$ cat config.mk
export PLATFORM = sky130hd
export DESIGN_NAME = mac_seq_ctrl
export DESIGN_NICKNAME = d
export VERILOG_FILES = /design/src/rtl/mac_seq_ctrl.sv
export SDC_FILE = /design/constraint.sdc
export NUM_CORES = 1
export LEC_CHECK = 0
export CAP_MARGIN = 15
export CELL_PAD_IN_SITES_DETAIL_PLACEMENT = 0
export CELL_PAD_IN_SITES_GLOBAL_PLACEMENT = 1
export CORE_AREA = 2 2 226 228
export CTS_BUF_LIST = sky130_fd_sc_hd__clkbuf_8
export DETAILED_ROUTE_END_ITERATION = 10
export DIE_AREA = 0 0 228 230
export PLACE_DENSITY_LB_ADDON = 0.1
export REMOVE_ABC_BUFFERS = 1
export SLEW_MARGIN = 25
export SYNTH_ARGS = -nofsm -noshare
export SYNTH_HDL_FRONTEND = slang
export SYNTH_SLANG_ARGS = --single-unit
$ cat constraint.sdc
create_clock -name clk -period 3.6 [get_ports clk]
set_clock_uncertainty 0.1 [all_clocks]
set_input_delay 0.36 -clock clk [delete_from_list [all_inputs] [get_ports clk]]
set_output_delay 0.36 -clock clk [all_outputs]
set_load 0.02 [all_outputs]
$ cat src/rtl/mac_seq_ctrl.sv
// Sequencer that streams len vector pairs from the A/W SRAMs into the MAC and accumulates psums.
// Latency: result valid len+3 cycles after start (1 cycle for len=0); reads issued in cycles 1..len.
// Backpressure: result held in DONE until out_ready; start ignored outside IDLE, nothing queued.
module mac_seq_ctrl #(
    parameter int bw      = 8,
    parameter int pr      = 16,
    parameter int bw_psum = 20,
    parameter int cnt_bw  = 6,
    parameter int addr_bw = 6,
    parameter int bw_acc  = 26
) (
    input  logic                 clk,
    input  logic                 reset_n,
    input  logic                 start,
    input  logic [cnt_bw-1:0]    len,
    input  logic [addr_bw-1:0]   base_addr,
    output logic                 busy,
    output logic                 mem_cen,
    output logic [addr_bw-1:0]   mem_addr,
    input  logic [pr*bw-1:0]     mem_a_q,
    input  logic [pr*bw-1:0]     mem_b_q,
    output logic [pr*bw-1:0]     mac_a,
    output logic [pr*bw-1:0]     mac_b,
    input  logic [bw_psum-1:0]   mac_out,
    output logic                 out_valid,
    output logic [bw_acc-1:0]    out_data,
    input  logic                 out_ready
);

    localparam logic [1:0] S_IDLE  = 2'd0;
    localparam logic [1:0] S_FETCH = 2'd1;
    localparam logic [1:0] S_DRAIN = 2'd2;
    localparam logic [1:0] S_DONE  = 2'd3;

    logic [1:0]          state;
    logic [cnt_bw-1:0]   len_r;
    logic [addr_bw-1:0]  base_r;
    logic [cnt_bw-1:0]   cnt;
    // v1: SRAM data for a read issued last cycle is on mem_*_q this cycle.
    // v2: mac_a/mac_b hold a valid pair, so mac_out is accumulated this cycle.
    logic                v1;
    logic                v2;
    logic [bw_acc-1:0]   acc;
    logic                fetch;
    logic                last_issue;
    logic                accept;
    logic [bw_acc-1:0]   psum_ext;

    assign fetch      = (state == S_FETCH);
    assign last_issue = (cnt == len_r - cnt_bw'(1));
    assign accept     = (state == S_IDLE) && start;
    assign psum_ext   = {{(bw_acc-bw_psum){mac_out[bw_psum-1]}}, mac_out};

    assign busy      = (state != S_IDLE);
    assign mem_cen   = ~fetch;
    assign mem_addr  = fetch ? (base_r + addr_bw'(cnt)) : '0;
    assign out_valid = (state == S_DONE);
    assign out_data  = out_valid ? acc : '0;

    // Command FSM: latch the command, issue one read per FETCH cycle, drain, then hold the result.
    always_ff @(posedge clk or negedge reset_n) begin
        if (!reset_n) begin
            state  <= S_IDLE;
            len_r  <= '0;
            base_r <= '0;
            cnt    <= '0;
        end else begin
            case (state)
                S_IDLE: begin
                    if (start) begin
                        len_r  <= len;
                        base_r <= base_addr;
                        cnt    <= '0;
                        state  <= (len != '0) ? S_FETCH : S_DONE;
                    end
                end
                S_FETCH: begin
                    cnt <= cnt + cnt_bw'(1);
                    if (last_issue) begin
                        state <= S_DRAIN;
                    end
                end
                S_DRAIN: begin
                    // Once no SRAM data is pending, the final accumulate lands on this
                    // same edge, so acc is complete by the first DONE cycle.
                    if (!v1) begin
                        state <= S_DONE;
                    end
                end
                default: begin
                    if (out_ready) begin
                        state <= S_IDLE;
                    end
                end
            endcase
        end
    end

    // Operand pipeline: capture SRAM read data into the MAC operand registers, hold otherwise.
    always_ff @(posedge clk or negedge reset_n) begin
        if (!reset_n) begin
            v1    <= 1'b0;
            v2    <= 1'b0;
            mac_a <= '0;
            mac_b <= '0;
        end else begin
            v1 <= fetch;
            v2 <= v1;
            if (v1) begin
                mac_a <= mem_a_q;
                mac_b <= mem_b_q;
            end
        end
    end

    // Accumulator: cleared on command accept, adds the sign-extended psum of each valid operand pair.
    always_ff @(posedge clk or negedge reset_n) begin
        if (!reset_n) begin
            acc <= '0;
        end else if (accept) begin
            acc <= '0;
        end else if (v2) begin
            acc <= acc + psum_ext;
        end
    end

endmodule
==> results.py, run 1 <==
metrics = {
    "status": {
        "status": "complete, no violations",
    },
    "drt": {
        "routed_wl_um": 50970,
        "vias": 10351,
        "dr.pass1.iters": 4,
        "drt_first_iter_violations": 431,
        "wl_per_cell_um": 21.81,
        "via_per_inst": 4.429,
        "drcViolationCount": 0,
        "antenna_left": 0,
    },
    "floorplan": {
        "core_um2": 49860,
        "die-area_um2": 52440,
        "die_y_um": 230,
        "start_util": 0.2666,
        "ios": 583,
        "rows": 82,
        "die_x_um": 228,
    },
    "synthesis": {
        "synthArstFlopShare": 1.000,
        "yosysWarnings": 0,
        "synthFlopType": "dfrtp_1",
        "yosys.cell_types.count": 54,
        "yosys.area.top_type_share": 0.5722,
        "syn_area_um2": 13290,
        "syn_area_per_cell_um2": 13.25,
        "synth_edf_count": 0,
        "synth_area_leaders": "dfrtp_1 (57%), mux2_2 (22%), ha_1 (3.5%)",
        "synth-seq-cells": 304,
        "synth_most_common_cell": "dfrtp_1",
        "yosys.area.top_type": "dfrtp_1",
        "yosys-top-cells-count": "dfrtp_1 (304), mux2_2 (257), nand2_1 (55)",
        "ys_seq_area_frac": 0.5722,
        "netlist_instances": 1003,
    },
    "clocking": {
        "cts_root_buf": "clkbuf_8",
        "clock-sinks": 304,
        "post_cts_buffers": 0,
        "cts_buffer_depth": 3,
        "h-tree-depth": 2,
        "cts_tree": "yes",
        "cts-resized-gates": 0,
        "insertion_delay_ps": 630,
        "cts-hold-fix-buffers": 1,
        "path_clk_slew_ps": 60,
        "cts_made_buffers": 56,
    },
    "finish": {
        "multi_input_area_um2": 5472,
        "drive_gt1_frac": 0.2223,
        "post-route-util": 0.4253,
        "seq_area_um2": 7611,
        "final_cells": 2337,
        "fin_nets": 1946,
        "fill_cells": 4839,
        "syn_to_final_growth_pct": 59.52,
    },
    "placement": {
        "numPlacedInstances": 2228,
        "gp_congestion": 0.8003,
        "port_buffers": 582,
        "detailed_place_hpwl_um": 39080,
    },
    "power": {
        "p_int_mw": 12.55,
        "p_clk_frac": 0.168,
        "p_switching_mw": 8.067,
        "powerDensity_nw_per_um2": 972.0,
        "p_leak_nw": 8.828,
        "power.total_mw": 20.61,
        "power_frac_seq": 0.305,
        "combPwrFrac": 0.527,
        "p_sw_frac": 0.3914,
        "ir_worst_vdd_v": 0.0004707,
    },
    "critical_path": {
        "arrival_ps": 2880,
        "start_kind": "register",
        "crit_path_max_fanout": 7,
        "critPathKind": "reg -> out",
        "crit_path_end_kind": "output port",
        "cp_data_required_time_ps": 3140,
    },
    "timing": {
        "period_needed_ps": 3337,
        "post-route-period-util": 0.9271,
        "max-slew-margin-rel": 0.3448,
        "max_freq_mhz": 299.6,
        "setup_tns_ps": 0,
        "rsz0062_at_grt": "false",
        "fin_hold_ws_ps": 188.3,
        "setup-violations-final": 0,
        "hold_viol": 0,
        "tightest_slew_ps": 982.8,
        "drv_slew": 0,
    },
    "global_route": {
        "grt_max_degree": 75,
        "grt_util_all_layers": 0.1910,
        "grt_pass1_vias": 11198,
        "antenna_found_initial": 9,
        "grt_pass1_wl_um": 74650,
        "overflow": 0,
    },
    "flow_run": {
        "drv_cap": 0,
    },
    "min_path": {
        "hold_class": "in -> async",
    },
}
cells by family (layout without fill, tap and decap cells):
| group | after synthesis | in the layout | share of synthesized area |
|---|---|---|---|
| other | 0 | 5 | 0 |
| muxes | 271 | 271 | 0.2282 |
| buffers and inverters | 57 | 714 | 0.01619 |
| xor gates and xnor gates | 34 | 34 | 0.02240 |
| and+or+nand+nor | 170 | 170 | 0.06240 |
| DFF | 304 | 304 | 0.5722 |
| adders and majority gates | 39 | 39 | 0.03784 |
| AOI/OAI and AO/OA | 128 | 128 | 0.06071 |
metrics by stage:
stage / setup slack, ps / area, um^2
6_report: 262.5 / 21210
5_1_grt: 34.63 / 21200
4_1_cts: 146.6 / 21190
3_5_place_dp: 290.5 / 19990
3_3_place_gp: 324.6 / 19990
2_1_floorplan: -3099 / 13120
layer usage:
| metal | up-vias | GRT usage | wire length (um) |
|---|---|---|---|
| met3 | 79 | 0.07850 | 4783 |
| met5 | - | 0 | 27 |
| li1 | 4790 | - | - |
| met2 | 404 | 0.3400 | 25910 |
| met1 | 5074 | 0.2042 | 18930 |
| met4 | 4 | 0.06495 | 1320 |
power groups by stage:
stage | Clock (mW) | Sequential [mW] | Combinational, mW
floorplan | 0 | 8.16 | 3.95
global placement | 0 | 6.27 | 11.0
detailed placement | 0 | 6.32 | 11.0
CTS | 3.62 | 6.31 | 11.1
global route | 3.76 | 6.55 | 11.6
finish | 3.47 | 6.28 | 10.9
cell usage in the layout (no fill, tap or decap), types with 13 or more instances in the layout:
cell | synthesis | layout
clkbuf_8 | 0 | 79
xor2_1 | 13 | 13
ha_1 | 37 | 37
xnor2_1 | 21 | 21
dfrtp_1 | 304 | 303
a21oi_1 | 43 | 43
and2_1 | 32 | 32
nor2_1 | 37 | 37
inv_1 | 12 | 29
clkdlybuf4s50_1 | 0 | 581
mux2i_1 | 14 | 14
o21ai_0 | 32 | 32
nand2_1 | 55 | 55
mux2_2 | 257 | 257
flip-flops by register name (all words and copies together) (netlist names):
register / cells
mac_b: 128
mac_a: 128
cnt: 6
len_r: 6
v2: 1
acc: 26
base_r: 6
state: 2
v1: 1
layout make-up:
| class | count | area share |
|---|---|---|
| inverter | 12 | 0.002124 |
| antenna | 5 | 0.0005900 |
| sequential | 304 | 0.3589 |
| clock inverter | 24 | 0.004838 |
| multi-input combinational | 642 | 0.2580 |
| tap | 672 | 0.03965 |
| timing repair buffer | 599 | 0.2846 |
| clock buffer | 79 | 0.05127 |
worst max-delay path, cell delays in order, from the launching register on:
cell	delay, ps
dfrtp_1	540
ha_1	300
a21o_1	150
a21oi_1	210
o21bai_1	90
a21oi_1	180
xnor2_1	90
nor2_1	100
clkdlybuf4s50_1	610
path summary, 6_finish.rpt:
path | from | depth (start not counted) | endpoint | slack [ps]
worst max-delay path | cnt[1]$_DFFE_PN0P_ | 8 | mem_addr[5] | 260
worst min-delay path | reset_n | 2 | mac_b[74]$_DFFE_PN0P_ | 190
worst max register to register | acc[0]$_DFFE_PN0P_ | 9 | acc[16]$_DFFE_PN0P_ | 740
worst min register to register | base_r[4]$_DFFE_PN0P_ | 2 | base_r[4]$_DFFE_PN0P_ | 380
max in group asynchronous | reset_n | 3 | mac_a[110]$_DFFE_PN0P_ | 2320
min in group clk | base_addr[1] | 3 | base_r[1]$_DFFE_PN0P_ | 190
(Power assumes the default switching activity.)
==> run 2, diff against run 1 <==
REMOVE_ABC_BUFFERS = not set   (was 1)
==> run 2 against run 1 <==
Net effect:
- sequential share of layout area is 0.14 points higher
- final cell count stayed put
- non-clock buffer count is 1 higher
- first-iteration DRC count is 12% lower
- flip-flop and latch count stayed put
- power is 0.90% lower
- clock-buffer cell count is 8 lower
- critical path type unchanged
==> results.py, run 2 (synthesis results as in run 1) <==
metrics = {
    "status": {
        "status": "complete, no violations",
    },
    "finish": {
        "post-route-util": 0.4237,
        "fin_nets": 1948,
        "multi_input_area_um2": 5472,
        "final_cells": 2337,
        "syn_to_final_growth_pct": 58.91,
        "design_area_um2": 21130,
        "final_common_cell": "clkdlybuf4s50_1",
        "final_cell_mix": "clkdlybuf4s50_1 (581), dfrtp_1 (303), mux2_2 (257), clkbuf_8 (71), nand2_1 (55)",
        "fill_cells": 4859,
        "top_regs": "mac_a (128), mac_b (128), acc (26)",
        "drive_gt1_frac": 0.2176,
        "seq_area_um2": 7611,
    },
    "placement": {
        "gp_congestion": 0.8286,
        "placed_cell_area_um2": 19960,
        "port_buffers": 582,
        "place_ws_ps": 275.9,
        "numPlacedInstances": 2229,
        "detailed_place_hpwl_um": 36790,
    },
    "global_route": {
        "grt_max_degree": 94,
        "antenna_found_initial": 8,
        "grt_pass1_wl_um": 72130,
        "grt_pass1_vias": 11230,
        "overflow": 0,
        "grt_util_all_layers": 0.1827,
    },
    "power": {
        "power.total_mw": 20.43,
        "p_int_mw": 12.42,
        "p_clk_frac": 0.166,
        "power_frac_seq": 0.306,
        "powerDensity_nw_per_um2": 966.9,
        "p_leak_nw": 8.805,
        "combPwrFrac": 0.528,
        "ir_worst_vdd_v": 0.0004382,
        "p_sw_frac": 0.3920,
        "p_switching_mw": 8.008,
    },
    "timing": {
        "fin_hold_ws_ps": 176.3,
        "tightest_slew_ps": 866.6,
        "post-route-period-util": 0.9287,
        "max-slew-margin-rel": 0.4223,
        "max_freq_mhz": 299.1,
        "drv_slew": 0,
        "setup_tns_ps": 0,
        "hold_viol": 0,
        "rsz0062_at_grt": "false",
        "fin_ws_ps": 256.7,
        "setup-violations-final": 0,
        "period_needed_ps": 3343,
    },
    "flow_run": {
        "drv_cap": 0,
    },
    "critical_path": {
        "cp_common_cell": "nor2_1",
        "ff2ff_setup_slack_ps": 730,
        "setup.worst_path.start": "cnt[0]$_DFFE_PN0P_",
        "cpMaxStageDelayCell": "clkdlybuf4s50_1",
        "crit_path_end_kind": "output port",
        "crit_path_max_fanout": 6,
        "r2r_start": "acc[0]$_DFFE_PN0P_",
        "critPathBufInv": 1,
        "start_kind": "register",
        "cp_data_required_time_ps": 3140,
        "crit_chain": "ha_1 -> fa_1 -> a21oi_1 -> nor2_1 -> nor2_1 -> xor2_1 -> nor2_1 -> clkdlybuf4s50_1",
        "slowest_delay_ps": 620,
        "cpLargestDelayFamily": "adder cells",
        "arrival_ps": 2880,
        "critPathKind": "reg -> out",
    },
    "drt": {
        "via_per_inst": 4.436,
        "dr.pass1.iters": 5,
        "routed_wl_um": 48610,
        "antenna_left": 0,
        "vias": 10366,
        "drt_first_iter_violations": 379,
        "drcViolationCount": 0,
        "wl_per_cell_um": 20.80,
    },
    "clocking": {
        "clock-sinks": 304,
        "insertion_delay_ps": 650,
        "cts_buffer_depth": 3,
        "cts_made_buffers": 57,
        "cts_root_buf": "clkbuf_8",
        "path_clk_slew_ps": 60,
        "h-tree-depth": 2,
        "cts_tree": "yes",
    },
    "floorplan": {
        "core_um2": 49860,
        "ios": 583,
        "die_x_um": 228,
        "die-area_um2": 52440,
        "rows": 82,
        "start_util": 0.2666,
        "die_y_um": 230,
    },
    "synthesis": {
        "synth_nets": 1334,
    },
    "min_path": {
        "hold_class": "in -> reg",
        "worstHoldStart": "base_addr[2]",
    },
}
run 2: worst paths after layout:
kind / cells past startpoint / endpoint
min in group asynchronous: 2 / acc[20]$_DFFE_PN0P_
max in group asynchronous: 3 / mac_a[38]$_DFFE_PN0P_
setup reg to reg: 9 / acc[16]$_DFFE_PN0P_
hold / removal: 3 / base_r[2]$_DFFE_PN0P_
setup / recovery: 8 / mem_addr[4]
hold reg to reg: 2 / base_r[4]$_DFFE_PN0P_
run 2: timing repair:
item,in CTS,in global routing
hold buffers,1,0
buffers inserted,0,0
hold endpoints to repair,84,0
resized for setup,0,0
run 2: worst min-delay path: cells and delay by family:
kind	cells	cell delay (ps)
buf+inv	1	400
simple gates	2	100
run 2: final cells by class:
class                           instances  area share
Sequential cell                       304      0.3603
Clock inverter                         30    0.007522
Multi-Input combinational cell        642      0.2590
Clock buffer                           71     0.04626
Antenna cell                            6   0.0007107
Timing Repair Buffer                  600      0.2843
Tap cell                              672     0.03980
Inverter                               12    0.002132
run 2: power by group through the flow:
stage	Combinational (mW)	Sequential [mW]	Clock [mW]
2_1_floorplan	4.11	7.90	0
3_3_place_gp	10.9	6.24	0
3_5_place_dp	10.9	6.28	0
4_1_cts	11.0	6.27	3.55
5_1_grt	11.5	6.51	3.71
6_report	10.8	6.24	3.39
run 2: per-layer routing:
metal  vias to the layer above  GRT usage  routed length (um)
li1                       4813          -                   -
met1                      5103     0.2035               18440
met2                       380     0.3123               24290
met3                        66    0.07837                4711
met4                         4    0.06311                1151
met5                         -          0                  21
